File: src/rtl/imm_synth.sv
// ---------------------------------------------------------------------------
// imm_synth
//
// Turns a 32-bit constant and a destination GPR into the shortest MIPS
// I-type sequence that loads that constant. Each word carries the extender
// op the decode stage must apply, so the immediate comes back out of the
// extender exactly as it was put in.
//
// Used by the debug/boot instruction injector to fill registers without a
// data-memory fetch.
//
// Ports
//   clk        rising-edge clock
//   rst_n      asynchronous active-low reset
//   s_valid    constant request valid
//   s_ready    request accepted when s_valid && s_ready (high only in IDLE)
//   s_value    constant to materialise
//   s_rt       destination GPR (0 = accept and drop)
//   m_valid    instruction word valid
//   m_ready    consumer accepts word when m_valid && m_ready
//   m_instr    I-type word: opcode[31:26] rs[25:21] rt[20:16] imm[15:0]
//   m_iext_op  extender op for m_instr (ZERO_EXT / SIGNED_EXT / SHIFTL16)
//   m_last     final word of the sequence
//   inst_cnt   number of words handed off, saturating at all-ones
//
// Parameters
//   ALLOW_ADDIU  1 = sign-extendable values use a single ADDIU
//                0 = those values fall through to the ORI / LUI / LUI+ORI forms
//   CNT_W        width of inst_cnt
// ---------------------------------------------------------------------------

// Extender op codes shared with the decode-stage immediate extender.
`ifndef IEXT_OP_LEN
`define IEXT_OP_LEN        2
`define IEXT_OP_ZERO_EXT   2'd0
`define IEXT_OP_SIGNED_EXT 2'd1
`define IEXT_OP_SHIFTL16   2'd2
`endif

module imm_synth #(
  parameter int ALLOW_ADDIU = 1,
  parameter int CNT_W       = 16
) (
  input  logic                    clk,
  input  logic                    rst_n,

  input  logic                    s_valid,
  output logic                    s_ready,
  input  logic [31:0]             s_value,
  input  logic [4:0]              s_rt,

  output logic                    m_valid,
  input  logic                    m_ready,
  output logic [31:0]             m_instr,
  output logic [`IEXT_OP_LEN-1:0] m_iext_op,
  output logic                    m_last,

  output logic [CNT_W-1:0]        inst_cnt
);

  // MIPS opcodes used by the synthesiser.
  localparam logic [5:0] OP_ORI   = 6'b001101;
  localparam logic [5:0] OP_ADDIU = 6'b001001;
  localparam logic [5:0] OP_LUI   = 6'b001111;

  // FSM state encoding.
  localparam logic [1:0] ST_IDLE  = 2'd0;
  localparam logic [1:0] ST_BEAT1 = 2'd1;
  localparam logic [1:0] ST_BEAT2 = 2'd2;

  logic [1:0]              state;

  // Second-beat operands, captured with the request so BEAT2 does not
  // depend on s_value/s_rt after acceptance.
  logic [4:0]              rt_q;
  logic [15:0]             lo_q;

  // First-beat word chosen from the incoming constant.
  logic [15:0]             in_hi;
  logic [15:0]             in_lo;
  logic                    addiu_ok;
  logic [31:0]             first_instr;
  logic [`IEXT_OP_LEN-1:0] first_op;
  logic                    first_last;

  logic                    accept;
  logic                    fire;

  // Handshake flags. Both valid/ready come straight from the state register,
  // so m_valid never depends on m_ready within a cycle.
  always_comb begin
    s_ready = (state == ST_IDLE);
    m_valid = (state == ST_BEAT1) || (state == ST_BEAT2);
    accept  = s_valid && s_ready;
    fire    = m_valid && m_ready;
  end

  // Pick the shortest form for the incoming constant. Order matters:
  // zero-upper values always go out as ORI (so 0 becomes ORI, not ADDIU or
  // LUI), then sign-extendable values as ADDIU if enabled, then values with
  // a zero low half as LUI, and everything else as LUI followed by ORI.
  always_comb begin
    in_hi       = s_value[31:16];
    in_lo       = s_value[15:0];
    addiu_ok    = (ALLOW_ADDIU != 0) &&
                  ((&s_value[31:15]) || (~|s_value[31:15]));
    first_instr = {OP_LUI, 5'd0, s_rt, in_hi};
    first_op    = `IEXT_OP_SHIFTL16;
    first_last  = 1'b0;
    if (in_hi == 16'h0000) begin
      first_instr = {OP_ORI, 5'd0, s_rt, in_lo};
      first_op    = `IEXT_OP_ZERO_EXT;
      first_last  = 1'b1;
    end else if (addiu_ok) begin
      first_instr = {OP_ADDIU, 5'd0, s_rt, in_lo};
      first_op    = `IEXT_OP_SIGNED_EXT;
      first_last  = 1'b1;
    end else if (in_lo == 16'h0000) begin
      first_instr = {OP_LUI, 5'd0, s_rt, in_hi};
      first_op    = `IEXT_OP_SHIFTL16;
      first_last  = 1'b1;
    end
  end

  // Sequencer. Output registers only change on acceptance or on a word
  // handshake, which keeps m_instr/m_iext_op/m_last stable under
  // backpressure. A request for r0 is consumed but produces nothing, so
  // the block simply stays in IDLE.
  always_ff @(posedge clk or negedge rst_n) begin
    if (!rst_n) begin
      state     <= ST_IDLE;
      m_instr   <= 32'h0000_0000;
      m_iext_op <= `IEXT_OP_ZERO_EXT;
      m_last    <= 1'b0;
      rt_q      <= 5'd0;
      lo_q      <= 16'h0000;
    end else begin
      case (state)
        ST_IDLE: begin
          if (accept && (s_rt != 5'd0)) begin
            state     <= ST_BEAT1;
            m_instr   <= first_instr;
            m_iext_op <= first_op;
            m_last    <= first_last;
            rt_q      <= s_rt;
            lo_q      <= in_lo;
          end
        end
        ST_BEAT1: begin
          if (fire) begin
            if (m_last) begin
              state <= ST_IDLE;
            end else begin
              // The ORI reads back the LUI result, so rs and rt are both the
              // destination register.
              state     <= ST_BEAT2;
              m_instr   <= {OP_ORI, rt_q, rt_q, lo_q};
              m_iext_op <= `IEXT_OP_ZERO_EXT;
              m_last    <= 1'b1;
            end
          end
        end
        ST_BEAT2: begin
          if (fire) begin
            state <= ST_IDLE;
          end
        end
        default: begin
          state <= ST_IDLE;
        end
      endcase
    end
  end

  // Handed-off word counter, sticking at all-ones instead of wrapping.
  always_ff @(posedge clk or negedge rst_n) begin
    if (!rst_n) begin
      inst_cnt <= '0;
    end else if (fire && (inst_cnt != {CNT_W{1'b1}})) begin
      inst_cnt <= inst_cnt + CNT_W'(1);
    end
  end

endmodule

File: config.mk
export PLATFORM = sky130hd
export DESIGN_NAME = imm_synth
export DESIGN_NICKNAME = d
export VERILOG_FILES = /design/src/rtl/imm_synth.sv
export SDC_FILE = /design/constraint.sdc
export NUM_CORES = 1
export LEC_CHECK = 0
export CORE_UTILIZATION = 49
export CTS_CLUSTER_DIAMETER = 80
export CTS_CLUSTER_SIZE = 8
export DETAILED_ROUTE_END_ITERATION = 10
export PLACE_DENSITY = 0.82
export REMOVE_ABC_BUFFERS = 1
export SLEW_MARGIN = 20
export SYNTH_ARGS = -nofsm -noshare
export SYNTH_HDL_FRONTEND = slang
export SYNTH_SLANG_ARGS = --single-unit
File: constraint.sdc
create_clock -name clk -period 1.9 [get_ports clk]
set_input_delay 0.285 -clock clk [delete_from_list [all_inputs] [get_ports clk]]
set_output_delay 0.285 -clock clk [all_outputs]
set_load 0.02 [all_outputs]
## Word level (Yosys, flattened, before mapping)

Index checks and enable logic that the tools add are counted.

| operators by class | value |
|---|---|
| $add $sub $neg | 1 |
| eq/ne operators | 7 |
| mux-type cells | 23 |
| reductions and logical operators | 18 |

Operators with widths:

| cell | count |
|---|---|
| 2-to-1 mux 32 bit | 4 |
| case mux 32 bit (2 select lines) | 1 |
| zero test 16 bit | 2 |
| 2-to-1 mux 29 bit | 1 |
| 2-to-1 mux 2 bit | 9 |
| AND reduction 17 bit | 1 |
| OR reduction 17 bit | 1 |
| adder 16 x 1 -> 16 bit (second input constant) | 1 |
| != test 16 bit (second input constant) | 1 |
| != test 2 bit (second input constant) | 3 |
| case mux 2 bit (3 select lines) | 1 |
| AND reduction 3 bit | 2 |
| 2-to-1 mux 1 bit | 5 |
| nonzero test 5 bit | 1 |
| logical AND 1 bit | 4 |
| case mux 2 bit (2 select lines) | 1 |
| AND reduction 4 bit | 1 |
| equality test 2 x 1 -> 1 bit (second input constant) | 1 |
| equality test 2 bit (second input constant) | 1 |
| zero test 2 bit | 1 |
| logical OR 1 bit | 2 |
| != test 2 x 1 -> 1 bit (second input constant) | 1 |
| case mux 1 bit (2 select lines) | 1 |
| AND reduction 2 bit | 1 |
| 2 further kinds | 2 |

| word-level totals | value |
|---|---|
| bits in registers | 74 |
| bits of input ports | 41 |
| output and inout bits | 53 |
| word-level logic and storage cells | 56 |

## Depth between registers and ports, before layout

Gate-level depths: netlist of run 1.

| logic depth | value |
|---|---|
| depth in word-level cells | 7 |
| gate-level depth with buffers | 10 |
| mapped depth without buffers | 7 |

## Least setup slack after synthesis of run 1

Ideal clock, no wire load.

| timing | value |
|---|---|
| path kind | register -> register |
| start point | register state[0] |
| end point | register m_instr[11] |
| library setup time | 132 ps |
| data arrival time | 1783 ps |
| data required time | 1768 ps |
| path slack | -15 ps |
| stages on the path, launching flop included | 10 |
| buffers on the path | 2 |
| clock period less this slack | 1915 ps |
| path through | dfrtp_1 inv_1 ha_1 nor3b_2 a211oi_2 or2_1 buf_6 buf_6 o21ai_1 a32oi_1 |

| between the ends | value |
|---|---|
| word-level cells in the longest chain between the ends | 5 |
| elaborated cells on any way between the ends | 13 |
| those cells by class | eq/ne: 5; mux: 1; reduce/logical: 7 |

RTL lines:

| what | RTL line | RTL |
|---|---|---|
| start: declaration | 71 | `logic [1:0] state;` |
| start signal: assignment | 131 | `state <= ST_IDLE;` |
| start signal: assignment | 141 | `state <= ST_BEAT1;` |
| start signal: assignment | 152 | `state <= ST_IDLE;` |
| zero test 2 bit * | 92 | `s_ready = (state == ST_IDLE);` |
| net s_ready | 48 | `output logic s_ready,` |
| logical AND 1 bit | 94 | `accept = s_valid && s_ready;` |
| logical AND 1 bit | 140 | `if (accept && (s_rt != 5'd0)) begin` |
| != test 2 x 1 -> 1 bit (no source line) | n/a |  |
| AND reduction 4 bit (no source line) | n/a |  |
| end signal: assignment | 142 | `m_instr <= first_instr;` |
| end signal: assignment | 157 | `m_instr <= {OP_ORI, rt_q, rt_q, lo_q};` |
| end: declaration | 54 | `output logic [31:0] m_instr,` |

The timed path passes the listed nets; every way through them passes the cells marked *.
A chain may end at the register's enable or synchronous reset.

## Final worst setup path of run 1

| timing | value |
|---|---|
| start point | register state[0] |
| end point | register m_instr[8] |

| between the ends | value |
|---|---|
| word-level cells in the longest chain between the ends | 5 |
| elaborated cells on any way between the ends | 13 |
| those cells by class | eq/ne: 5; mux: 1; reduce/logical: 7 |

RTL lines:

| what | RTL line |
|---|---|
| equality test 2 x 1 -> 1 bit, or another cell as far along | 93, 138 |
| logical OR 1 bit / logical AND 1 bit (equally long branches) | 93, 94 |
| logical AND 1 bit (on tied branches) | 95, 140 |
| != test 2 bit (no source line) / != test 2 x 1 -> 1 bit (equally long branches) | n/a |
| AND reduction 4 bit (no source line) | n/a |

Parallel ways exist; a longest one is shown, timed or not.

==> impl_metrics.toml, run 1 <==
[power_and_ir_drop]
power_frac_comb_pct = 53.9
ir_drop_uv = 916
power.share.clock_pct = 15.9
power_frac_seq_pct = 30.2
switchingPower_w = 0.00334
swShare_pct = 40.1
intPower_w = 0.00498
p_leak_nw = 2.20
total_power_w = 0.00831
p_per_area_nw_per_um2 = 1580

[route]
drc = 0
vias_per_cell = 5.73
ant_nets = 0
drt_iter0_drc = 243
drtPass1Iterations = 4
vias = 3478
wl_um = 10600
wire_per_inst_um = 17.4

[grt]
grtUsageTotal_pct = 28.5
grt_pass1_wl_um = 16600
antenna_found_initial = 0
grt_pass1_vias = 3414
grt_overflow = 0
grt_max_degree = 71

[floorplan]
dieArea_um2 = 7710
fp.dieH_um = 87.8
initial_core_util_pct = 51.9
io-pin-count = 94
die_w_um = 87.8
rows = 30
core_um2 = 6940

[cts]
cts_buffer_depth = 2
cts_made_buffers = 9
clk_latency_ns = 0.36
root_buffer = "clkbuf_8"
cts.reportedPaths.clkPinSlew_ns = 0.08
cts_tree = "done"
h-tree-depth = 3
numClockSinks = 70
postCtsSetupRepairBufs = 0

[sta]
whs_ns = 0.471
finalHoldViolCount = 0
fin_crit_sh_pct = 96.5
finalClockSkew_ns = 0.0102
maxClockFrequency_ghz = 0.546
min_period_ns = 1.83
tns_ns = 0
setup_viol = 0
slew_viol_final = 0
setup_ws_ns = 0.0669

[worst_setup_path]
required_ns = 2.15
crit_arrival_ns = 2.09
critPathKind = "reg -> reg"
cp-end-kind = "register"
reg2reg_setup_slack_ns = 0.07
cp_max_fo = 18
critPathLaunchType = "register"
r2r.worst_path.cells = 7

[cells_and_area]
syn2layout_area_growth_pct = 45.9
final_common_cell = "clkdlybuf4s50_1"
n_antenna_cell = 0
nNetsFinal = 551
final_layout_size_suffix_gt1_share_pct = 22.5
mostFrequentLayoutCells = "clkdlybuf4s50_1, dfrtp_1, nand2_1"

[synthesis]
syn_avg_cell_area_um2 = 9.67
synth_top_family_by_area = "simple AND/OR/NAND/NOR gates"
yosysSeqAreaShare_pct = 48.6
mappedNetlistArea_um2 = 3610
synth_edf_count = 0
ys_types = 44
synthArstFlopShare_pct = 100
synth_compound_area_share_pct = 15.2
synth_seq_cells = 70
synth_mux_area_share_pct = 7.18
synth_xor_area_share_pct = 3.16
yosys.area_share.adder_pct = 1.39
ys_warn_count = 0
yosys.area_share.simple_pct = 19.5
synthCells = 373
synthFlopType = "dfrtp_1"

[placement]
hpwl_um = 7120
gp_congestion = 0.963
port_buffers = 91
preCtsSetupSlack_ns = -0.171

[job]
cap_violations = 0

[status]
outcome = "complete, no violations"

[hold_path]
hold_path.class = "in -> async"
[routing by layer]
metal	vias to the layer above	share of wire (%)	GRT usage (%)
met2	135	51	48.1
li1	1594	-	-
met3	37	5.0	3.49
met4	0	3.7	16.1
met1	1712	40	35.5
met5	-	0	0
[cell usage after synthesis (2+ instances only)]
cell type  instances  area share (%)
a31oi_1            9             1.6
and3_1             2            0.35
nor4_1             7             1.2
nand4b_1           2            0.49
xnor2_1            8             1.9
clkbuf_1           8            0.83
nor2_1            27             2.8
buf_2              6            0.83
xor2_1             5             1.2
or3_1              2            0.35
buf_4              4            0.83
nand2_1           69             7.2
nand3_1            4            0.56
nor3_1             2            0.28
or2_1              2            0.35
nor2b_1            2            0.35
nand4_1           11             1.9
nand2b_1           7             1.2
ha_1               4             1.4
dfrtp_1           70              49
a21oi_1            4            0.56
o21ai_0           34             4.7
mux2_2            23             7.2
inv_1              3            0.31
nand3b_1           2            0.42
buf_6              6             1.9
nor3_2             2            0.56
o21ai_1           18             2.5
a32oi_1           15             3.6
[sequential cells by signal, summed over array words and instances (netlist names)]
signal and cells:
inst_cnt 16, lo_q 16, m_iext_op 1, m_instr 29, m_last 1, rt_q 5
state 2
[kinds of logic (layout without fill, tap and decap cells)]
group                    Yosys count  in the layout
AND/OR/NAND/NOR                  146            146
AO/OA/AOI/OAI                     88             88
flip-flops                        70             70
buffers and inverters             28            165
multiplexers                      23             23
XOR/XNOR                          13             13
adder cells (fa/ha/maj)            4              4
other                              1              2
[final cells by class]
type	count	area [um2]
Clock buffer	10	128
Clock inverter	6	86.3
Fill cell	479	1680
Inverter	3	11.3
Multi-Input combinational cell	276	1750
Sequential cell	70	1750
Tap cell	96	120
Timing Repair Buffer	146	1410
[power groups by stage]
stage          clock network (W)  logic (W)  registers [W]
2_1_floorplan                  0    0.00187        0.00285
3_3_place_gp                   0    0.00393        0.00246
3_5_place_dp                   0    0.00411        0.00250
4_1_cts                  0.00133    0.00414        0.00249
5_1_grt                  0.00140    0.00484        0.00257
6_report                 0.00132    0.00448        0.00251
[worst max-delay path, stage by stage (launching register included)]
cell and delay, ns:
dfrtp_1 0.43, inv_2 0.11, ha_4 0.17, nor3b_4 0.20
a211oi_2 0.10, or2_4 0.30, clkbuf_16 0.20, a32oi_1 0.22
[what timing repair did]
item / in CTS / in global routing
pin swaps: 2 / 3
cloned: 0 / 2
hold buffers: 1 / 0
resized for setup: 4 / 19
endpoints found under the hold margin: 70 / 0
endpoints found under the setup margin: 6 / 30
[through the flow]
| stage | util, % | cell area (um2) | std cells |
|---|---|---|---|
| 2_1_floorplan | - | 3450 | 349 |
| 4_1_cts | 74.1 | 5150 | 605 |
| 3_3_place_gp | 70.8 | 4920 | 588 |
| 5_1_grt | 75.8 | 5260 | 607 |
| 3_5_place_dp | 70.8 | 4920 | 588 |
| 6_report | 75.8 | 5260 | 607 |
[path summary, 6_finish.rpt]
check	startpoint	end
setup / recovery	state[0]	m_instr[8]
hold / removal	rst_n	m_instr[12]
setup reg to reg	state[0]	m_instr[8]
hold reg to reg	m_instr[24]	m_instr[24]
max in group asynchronous	rst_n	m_instr[4]
min in group clk	m_instr[24]	m_instr[24]
Note: power is estimated with default switching activity, not from simulation.
==> inputs of run 2 (changes only) <==
Settings changed: CORE_UTILIZATION 49 to 53, PLACE_DENSITY 0.82 to 0.88.
Clock period 1.9 ns to 2.32 ns, I/O delays scaled along.
==> impl_metrics.toml, run 2 (synthesis results as in run 1) <==
[cells_and_area]
largest_reg_flops = 29
final_common_cell = "clkdlybuf4s50_1"
mostFrequentLayoutCells = "clkdlybuf4s50_1, dfrtp_1, nand2_1"
syn2layout_area_growth_pct = 32.1
reg_top3 = "m_instr x29, inst_cnt x16, lo_q x16"
final_area_um2 = 4760
top_register = "m_instr"
final_layout_size_suffix_gt1_share_pct = 14.8
n_antenna_cell = 0
nNetsFinal = 514

[grt]
grt_pass1_wl_um = 15600
grt_pass1_vias = 3225
grt_max_degree = 37
grt_overflow = 0
grtUsageTotal_pct = 28.2
antenna_found_initial = 0

[cts]
cts_resized = 0
cts.reportedPaths.clkPinSlew_ns = 0.08
numClockSinks = 70
cts_tree = "done"
cts_buffer_depth = 2
postCtsSetupRepairBufs = 0
clk_latency_ns = 0.35
root_buffer = "clkbuf_8"
cts_hold_buf = 0
cts_made_buffers = 9
h-tree-depth = 3

[route]
drc = 5
wl_um = 9480
ant_nets = 0
wire_per_inst_um = 17.2
drtPass1Iterations = 8
vias = 3359
drt_iter0_drc = 306
vias_per_cell = 6.10

[sta]
fin_crit_sh_pct = 92.5
finalClockSkew_ns = 0.00614
min_period_ns = 2.15
slew_viol_final = 0
finalHoldViolCount = 0
slew_headroom_pct = 57.4
worstMarginPinSlew_ns = 0.639
whs_ns = 0.0469
setup_viol = 0
maxClockFrequency_ghz = 0.466
setup_ws_ns = 0.174
grt_setup_unrepaired = "false"

[floorplan]
io-pin-count = 94
die_w_um = 84.5
initial_core_util_pct = 55.8
fp.dieH_um = 84.5
core_um2 = 6460
rows = 29
dieArea_um2 = 7140

[worst_setup_path]
required_ns = 1.97
critPathKind = "reg -> out"
critPathSlowestCell = "clkdlybuf4s50_1"
max_stage_delay_ns = 0.67
reg2reg_setup_slack_ns = 0.21
cp_max_fo = 7
cp-end-kind = "primary output"
critPathLaunchType = "register"
crit_arrival_ns = 1.80
path_cells = "inv_1 -> ha_1 -> clkdlybuf4s50_1"

[power_and_ir_drop]
total_power_w = 0.00607
ir_drop_uv = 772
p_per_area_nw_per_um2 = 1270
p_leak_nw = 1.96

[hold_path]
hold_path.class = "in -> async"

[placement]
dpl_cell_area_um2 = 4590
port_buffers = 91
preCtsSetupSlack_ns = 0.125
gp_congestion = 0.839
hpwl_um = 6860

[status]
violations = "design-rule violations"
outcome = "complete, but fails checks"

[job]
cap_violations = 0
## run 2: power breakdown
| group | total, W | switching (W) | internal (W) |
|---|---|---|---|
| Combinational | 0.00316 | 0.00173 | 0.00143 |
| Sequential | 0.00203 | 0.000314 | 0.00172 |
| Clock | 0.000877 | 0.000489 | 0.000388 |
| Total | 0.00607 | 0.00253 | 0.00354 |
## run 2: metrics by stage
step           util, %  std cells  setup TNS (ns)
6_report          73.8        551               0
5_1_grt           73.8        551               0
4_1_cts           73.8        551               0
3_5_place_dp      71.1        535               0
3_3_place_gp      71.1        535               0
2_1_floorplan        -        349          -15.90
## run 2: path summary, 6_finish.rpt
kind	startpoint	to	depth (start not counted)
hold / removal	rst_n	m_instr[9]	2
setup / recovery	state[0]	s_ready	3
min in group clk	m_instr[15]	m_instr[15]	2
max in group asynchronous	rst_n	m_instr[18]	2
setup reg to reg	state[0]	m_instr[7]	8
hold reg to reg	m_instr[15]	m_instr[15]	2
## run 2: critical path, delay by kind of cell (launching register included)
family	cells	cell delay, ns
fa+ha+maj	1	0.29
buf+inv	2	0.77
flops	1	0.38
## run 2: layer usage
layer	track usage [%]	vias to the layer above	wire length, um
li1	-	1522	-
met1	36.3	1616	3850
met2	43.7	181	4530
met3	5.51	40	648
met4	18.5	0	453
met5	0	-	0
## run 2: final cells by class
type | instances | area (um2)
sequential | 70 | 1750
fill | 471 | 1690
multi-input combinational | 276 | 1690
timing repair buffer | 109 | 1040
clock buffer | 9 | 124
tap | 77 | 96.3
clock inverter | 7 | 50.0
inverter | 3 | 11.3
==> edit (flow settings as in run 2) <==
`ALLOW_ADDIU`: 1 -> 0. Comments in the files are not updated.
--- a/src/rtl/imm_synth.sv
+++ b/src/rtl/imm_synth.sv
@@ -38,7 +38,7 @@
 `endif
 
 module imm_synth #(
-  parameter int ALLOW_ADDIU = 1,
+  parameter int ALLOW_ADDIU = 0,
   parameter int CNT_W       = 16
 ) (
   input  logic                    clk,
Function: changed (a bounded check fails within 4 cycles, from zero or initial values and one cycle with rst_n low).
==> edit against run 2 <==
- global-route usage fell by 1.1 points
- worst setup slack improved by 63 ps
- wire length fell by 14%
- cell area fell by 5.6%
- maximum frequency rose by 3.0%
- sequential cell count fell by 2
- sequential share of layout area rose by 1.1 points
- first-iteration DRC count fell by 32%
- power fell by 4.5%
- area after synthesis fell by 7.8%
- count of clock-buffer cells in the layout rose by 3
- worst hold slack improved by 450 ps
- largest power group unchanged
- highest routed layer unchanged
==> edit: results <==
INSERT INTO impl_metrics (metric_group, metric, value, unit) VALUES
('status', 'status', 'completed', ''),
('logic_synthesis', 'yosys.area_share.xor_xnor', '0.03424', ''),
('global_route', 'gr_met3_demand_resource', '0.05393', ''),
('route', 'drt_first_pass_iters', '4', ''),
('global_route', 'grt_first_pass_wirelength', '13280', 'um'),
('placed_design', 'place_worst_setup_slack', '-7.212', 'ps'),
('worst_hold_path', 'worst_hold_path_type', 'reg2reg', ''),
('global_route', 'grt_max_degree', '38', ''),
('placed_design', 'io_buffers', '90', ''),
('finish', 'post_route_cells_drive_above_1_share', '0.1195', ''),
('route', 'met3RoutedLength', '378', 'um'),
('sta', 'max-slew-margin-rel', '0.6223', ''),
('finish', 'fin_nets', '427', ''),
('pwr', 'vdd_ir_drop_max', '0.0009731', 'V'),
('route', 'wl_met2', '4058', 'um'),
('worst_setup_path', 'critPathArrivalTime', '1740', 'ps'),
('logic_synthesis', 'synth_seq_area_share', '0.5117', ''),
('global_route', 'grt_util_met2', '0.4361', ''),
('global_route', 'first_global_vias', '2716', ''),
('global_route', 'gr-usage-met1', '0.3516', '');
edit: changes by cell type in the layout (fill, tap and decap cells not counted), moves of 16 or more:
| cell | delta |
|---|---|
| sky130_fd_sc_hd__o32ai_1 | +16 |
| sky130_fd_sc_hd__nand2_1 | -62 |
| sky130_fd_sc_hd__mux2_1 | +19 |
| sky130_fd_sc_hd__o21ai_1 | -18 |
| sky130_fd_sc_hd__a21oi_1 | +16 |
| sky130_fd_sc_hd__inv_1 | +17 |
| sky130_fd_sc_hd__o21ai_0 | -33 |
| sky130_fd_sc_hd__nor2_1 | -23 |
edit: what timing repair did:
action	4_1_cts	5_1_grt
resized for setup	0	0
buffers inserted	0	0
endpoints found under the hold margin	4	0
hold buffers	1	0
edit: power by group through the flow:
stage	combinational, mW	sequential, mW	clock [mW]
after floorplan	1.25	2.32	0
after detailed placement	2.80	2.03	0
after global placement	2.72	1.99	0
after global routing	3.04	2.07	1.05
after CTS	2.83	2.01	0.978
final	2.82	2.01	0.965
edit: area by class of cell:
cell class,count,area (sq um)
multi-input cells,178,1403
flip-flops and latches,68,1702
clock buffers,12,155.1
fillers,409,1491
well taps,75,93.84
repair buffers,105,1036
inverters,20,75.07
clock inverters,2,35.03
edit: logic make-up after synthesis:
| group | Yosys count |
|---|---|
| adder cells (fa/ha/maj) | 4 |
| XOR/XNOR | 13 |
| other | 1 |
| AO/OA/AOI/OAI | 66 |
| multiplexers | 34 |
| buffers and inverters | 44 |
| AND/OR/NAND/NOR | 58 |
| flip-flops | 68 |
edit: worst paths after layout:
check,from,endpoint,slack (ps),depth (start not counted)
setup / recovery,state[0]$_DFFE_PN0P_,m_valid,240,3
hold / removal,inst_cnt[10]$_DFFE_PN0P_,inst_cnt[10]$_DFFE_PN0P_,500,1
setup reg to reg,state[0]$_DFFE_PN0P_,m_instr[13]$_DFFE_PN0P_,330,7
hold reg to reg,inst_cnt[10]$_DFFE_PN0P_,inst_cnt[10]$_DFFE_PN0P_,500,1
max in group asynchronous,rst_n,m_instr[6]$_DFFE_PN0P_,1200,3
min in group asynchronous,rst_n,lo_q[14]$_DFFE_PN0P_,530,2
edit: critical path, stage by stage, from the launching register on:
cell	delay (ps)
sky130_fd_sc_hd__dfrtp_1	350
sky130_fd_sc_hd__inv_1	70
sky130_fd_sc_hd__ha_1	360
sky130_fd_sc_hd__clkdlybuf4s50_1	620
edit: per-stage QoR:
| stage | instances | hold slack (ps) | power, mW |
|---|---|---|---|
| after floorplan | 266 | 52.41 | 3.572 |
| after global routing | 460 | 514.8 | 6.152 |
| final | 460 | 497.5 | 5.799 |
| after global placement | 445 | 353.9 | 4.706 |
| after CTS | 460 | 499.9 | 5.817 |
| after detailed placement | 445 | 357.8 | 4.829 |
